## src/rtl/instruction_loader.sv

```systemverilog
// Loads instruction memory from the UART byte stream: four bytes (MSB first) form one
// word, written to consecutive addresses from 0 until HALT or the last address.
module instruction_loader #(
    parameter int                NB_DATA   = 32,
    parameter int                NB_BYTE   = 8,
    parameter int                NB_ADDR   = 10,
    parameter logic [NB_DATA-1:0] HALT_INST = 32'hFC000000
) (
    input  logic               clock_i,
    input  logic               reset_i,
    input  logic               start_i,
    input  logic               rx_done_i,
    input  logic [NB_BYTE-1:0] rx_data_i,
    output logic               wr_en_o,
    output logic [NB_ADDR-1:0] wr_addr_o,
    output logic [NB_DATA-1:0] wr_data_o,
    output logic               busy_o,
    output logic               done_o,
    output logic [NB_ADDR:0]   word_count_o,
    output logic               overflow_o
);

    localparam int BYTES_PER_WORD = NB_DATA / NB_BYTE;
    localparam int NB_CNT         = $clog2(BYTES_PER_WORD);

    localparam logic [NB_CNT-1:0]  CNT_LAST  = NB_CNT'(BYTES_PER_WORD - 1);
    localparam logic [NB_CNT-1:0]  CNT_ONE   = NB_CNT'(1);
    localparam logic [NB_ADDR-1:0] ADDR_ONE  = NB_ADDR'(1);
    localparam logic [NB_ADDR:0]   COUNT_ONE = (NB_ADDR + 1)'(1);

    typedef enum logic [1:0] {IDLE, RECV, WRITE, DONE} state_t;

    state_t             state_q, state_d;
    logic [NB_CNT-1:0]  byte_cnt_q, byte_cnt_d;
    logic [NB_ADDR-1:0] addr_q, addr_d;
    logic [NB_DATA-1:0] word_q, word_d;
    logic [NB_ADDR-1:0] wr_addr_q, wr_addr_d;
    logic [NB_DATA-1:0] wr_data_q, wr_data_d;
    logic [NB_ADDR:0]   word_count_q, word_count_d;
    logic               overflow_q, overflow_d;
    logic [NB_DATA-1:0] word_shifted;

    assign word_shifted = {word_q[NB_DATA-NB_BYTE-1:0], rx_data_i};

    always_ff @(posedge clock_i) begin
        if (!reset_i) begin
            state_q      <= IDLE;
            byte_cnt_q   <= '0;
            addr_q       <= '0;
            word_q       <= '0;
            wr_addr_q    <= '0;
            wr_data_q    <= '0;
            word_count_q <= '0;
            overflow_q   <= 1'b0;
        end else begin
            state_q      <= state_d;
            byte_cnt_q   <= byte_cnt_d;
            addr_q       <= addr_d;
            word_q       <= word_d;
            wr_addr_q    <= wr_addr_d;
            wr_data_q    <= wr_data_d;
            word_count_q <= word_count_d;
            overflow_q   <= overflow_d;
        end
    end

    always_comb begin
        state_d      = state_q;
        byte_cnt_d   = byte_cnt_q;
        addr_d       = addr_q;
        word_d       = word_q;
        wr_addr_d    = wr_addr_q;
        wr_data_d    = wr_data_q;
        word_count_d = word_count_q;
        overflow_d   = overflow_q;

        case (state_q)
            IDLE: begin
                if (start_i) begin
                    state_d      = RECV;
                    addr_d       = '0;
                    byte_cnt_d   = '0;
                    word_count_d = '0;
                    overflow_d   = 1'b0;
                end
            end
            RECV: begin
                if (rx_done_i) begin
                    word_d = word_shifted;
                    if (byte_cnt_q == CNT_LAST) begin
                        // Output copies are loaded here so they stay stable until the next write.
                        state_d    = WRITE;
                        byte_cnt_d = '0;
                        wr_addr_d  = addr_q;
                        wr_data_d  = word_shifted;
                    end else begin
                        byte_cnt_d = byte_cnt_q + CNT_ONE;
                    end
                end
            end
            WRITE: begin
                word_count_d = word_count_q + COUNT_ONE;
                if (word_q == HALT_INST) begin
                    state_d    = DONE;
                    overflow_d = 1'b0;
                end else if (&addr_q) begin
                    state_d    = DONE;
                    overflow_d = 1'b1;
                end else begin
                    state_d    = RECV;
                    addr_d     = addr_q + ADDR_ONE;
                    byte_cnt_d = '0;
                    // A strobe landing in the write cycle becomes byte 0 of the next word.
                    if (rx_done_i) begin
                        word_d     = word_shifted;
                        byte_cnt_d = CNT_ONE;
                    end
                end
            end
            DONE: begin
                state_d = IDLE;
            end
            default: begin
                state_d = IDLE;
            end
        endcase
    end

    assign wr_en_o      = (state_q == WRITE);
    assign done_o       = (state_q == DONE);
    assign busy_o       = (state_q != IDLE);
    assign wr_addr_o    = wr_addr_q;
    assign wr_data_o    = wr_data_q;
    assign word_count_o = word_count_q;
    assign overflow_o   = overflow_q;

endmodule

```

## config.mk

```make
export PLATFORM = sky130hd
export DESIGN_NAME = instruction_loader
export DESIGN_NICKNAME = d
export VERILOG_FILES = /design/src/rtl/instruction_loader.sv
export SDC_FILE = /design/constraint.sdc
export NUM_CORES = 1
export LEC_CHECK = 0
export ABC_AREA = 1
export CAP_MARGIN = 20
export CORE_UTILIZATION = 41
export CTS_BUF_LIST = sky130_fd_sc_hd__clkbuf_2 sky130_fd_sc_hd__clkbuf_4 sky130_fd_sc_hd__clkbuf_8
export DETAILED_ROUTE_END_ITERATION = 10
export SLEW_MARGIN = 10
export SYNTH_ARGS = -nofsm -noshare
export SYNTH_HDL_FRONTEND = slang
export SYNTH_SLANG_ARGS = --single-unit
```

## constraint.sdc

```tcl
create_clock -name clock_i -period 2.3 [get_ports clock_i]
set_input_delay 0.46 -clock clock_i [delete_from_list [all_inputs] [get_ports clock_i]]
set_output_delay 0.46 -clock clock_i [all_outputs]
set_load 0.02 [all_outputs]
```

==> impl_metrics.json <==
{
  "status": "completed",
  "antenna_found_initial": 0,
  "synth_cell_types": 32,
  "clock_latency_ns": 0.37,
  "path_max_fanout": 4,
  "dpl.cell_count": 863,
  "clock_sinks": 100,
  "cts_buffers": 9,
  "fin_crit_ns": 2.14,
  "critPathLaunchType": "flop",
  "num_vias": 4194,
  "synth_xor_area_share_pct": 0.190,
  "avgSynthCellArea_um2": 6.87,
  "place_congestion": 0.813,
  "peakVddDrop_mv": 0.417,
  "core-area_mm2": 0.0109,
  "leakage_nw": 2.33,
  "rr_worst_depth": 9,
  "ioPinCount": 69,
  "track_usage_pct": 18.7,
  "required_ns": 1.84,
  "ant_nets": 0,
  "synth-seq-area-share_pct": 43.3,
  "fin_worst_skew_ns": 0.0169,
  "relSlewSlack_pct": 61.9,
  "finalHoldViolations": 0,
  "wl_met2_um": 4740,
  "yosys-mux-area-fraction_pct": 0,
  "drc_errors": 0,
  "avgRoutedWirePerCell_um": 11.7,
  "arrival_ns": 1.68,
  "fmax_ghz": 0.467,
  "min_period_over_period_pct": 93.1,
  "layout_commonest_cell": "nand2_1",
  "synth.largest_area_cell": "dfxtp_1",
  "path_cells": "inv_1 > ha_1 > clkdlybuf4s50_1",
  "async_flop_share_pct": 0,
  "endpoint_kind": "output pin",
  "ys_top_cells_by_area": "dfxtp_1, nand2_1, nor2_1",
  "drtIter0Drc": 169,
  "grt_pass1_wl_um": 17500,
  "topRoutingLayerUsed": "met4",
  "synthCells": 672,
  "postCtsHoldBufs": 0,
  "start_util_pct": 42.4,
  "fin_nets": 753,
  "setup_viol": 0,
  "synth_seq_cells": 100,
  "clockBufferDepth": 2,
  "hold_class": "reg2reg",
  "cts_tree": "built",
  "dieArea_mm2": 0.0117,
  "synthFlopType": "dfxtp_1",
  "layout.cells.non_filler": 879,
  "synthSimpleGateAreaFrac_pct": 29.8,
  "drive_gt1_share_pct": 7.58,
  "num_antenna_cells": 0,
  "grt_max_degree": 85,
  "synth_top_family_by_area": "simple AND/OR/NAND/NOR gates",
  "grt-ovfl-total": 0,
  "synth_compound_area_share_pct": 13.5,
  "row_count": 38,
  "crit_slowest_cell": "clkdlybuf4s50_1",
  "synth_fa_ha_area_share_pct": 1.90,
  "drt_first_pass_iters": 4,
  "cts_root_buf": "clkbuf_8",
  "layout_common_cells": "nand2_1, dfxtp_1, nor2_1",
  "cpPeakStageDelay_ns": 0.63,
  "synth_edf_count": 0,
  "drv_cap": 0,
  "worstMarginPinSlew_ns": 0.571,
  "hold_depth": 2,
  "wl_met1_um": 5030,
  "synth_top_area_share_pct": 43.3,
  "power_mw": 4.89,
  "wl_met3_um": 398,
  "area_growth_pct": 21.6,
  "numPortBuffers": 68,
  "vias_per_cell": 4.77,
  "critPathKind": "reg2out",
  "h-tree-depth": 3,
  "clk_pin_slew_ns": 0.10,
  "die_height_um": 108,
  "fin_setup_tns_ns": 0,
  "slew_violations": 0,
  "synth_warnings": 0,
  "grt_pass1_vias": 3834,
  "rsz0062_at_grt": "no",
  "drt-total-wl_um": 10300,
  "final_util_pct": 51.6,
  "die_w_um": 108,
  "hpwl_um": 7240,
  "pwr_density_cell_mw_per_mm2": 870,
  "syn-num-nets": 691,
  "syn-cell-area_mm2": 0.00462
}
final cells by class:
cell class	count	area, µm²
fill	1108	5270
multi-input combinational	447	2100
sequential	100	2000
timing repair buffer	79	798
inverter	97	364
tap	140	175
clock buffer	10	131
clock inverter	6	41.3
cells in the mapped netlist (2+ instances only):
cell type and number:
nand2_1 153, dfxtp_1 100, nor2_1 98, inv_1 95, a21oi_1 68, o21ai_0 50, nand3_1 21, clkbuf_1 16
nand4_1 14, nor2_2 12, ha_1 7, nor3_1 5, buf_2 4, buf_1 3, nand2_2 3, nor2_4 3
buf_4 2, inv_2 2, nand2_4 2, nand3_2 2
worst max-delay path: cells and delay by family (launching register included):
kind | cells | cell delay (ns)
adder cells (fa/ha/maj) | 1 | 0.23
buffers and inverters | 2 | 0.75
flip-flops | 1 | 0.34
path summary, 6_finish.rpt:
| kind | slack (ns) | to | from |
|---|---|---|---|
| worst max register to register | 0.37 | word_q[0]$_SDFFE_PN0P_ | state_q[0]$_SDFFE_PN0P_ |
| worst max-delay path | 0.16 | wr_en_o | state_q[0]$_SDFFE_PN0P_ |
| worst min-delay path | 0.45 | wr_data_o[20]$_SDFFE_PN0P_ | wr_data_o[20]$_SDFFE_PN0P_ |
| worst min register to register | 0.45 | wr_data_o[20]$_SDFFE_PN0P_ | wr_data_o[20]$_SDFFE_PN0P_ |
per-layer routing:
layer,vias up,global-route usage [%]
met5,-,0
met1,1860,24.9
met4,0,7.83
met3,11,3.25
met2,92,29.9
li1,2231,-
metrics by stage:
stage	setup WS (ns)	cell area, µm²	hold slack [ns]
2_1_floorplan	0.469	4620	0.453
4_1_cts	0.0319	5610	0.450
5_1_grt	0.0670	5620	0.472
3_5_place_dp	0.339	5440	0.435
3_3_place_gp	0.375	5440	0.431
6_report	0.158	5620	0.446
power by group:
group          switching, mW  internal [mW]
Clock                  0.626          0.404
Sequential             0.208           1.94
Combinational           1.11          0.609
Total                   1.94           2.95
state kept, by name, indices dropped and copies added, names as in the netlist:
signal        cells
wr_data_o        32
addr_q           10
byte_cnt_q        2
word_q           32
state_q           2
word_count_o     11
wr_addr_o        10
overflow_o        1
logic make-up (layout without fill, tap and decap cells):
kind of cell,after synthesis,count (layout)
AOI/OAI and AO/OA,123,123
xor gates and xnor gates,1,1
adders and majority gates,7,7
buffers and inverters,125,192
DFF,100,100
and+or+nand+nor,316,316
timing repair:
action / CTS / global route
setup endpoints to repair: 0 / 1
resized for setup: 0 / 1
buffers inserted: 0 / 0
Power figures use the tool's default switching activity.
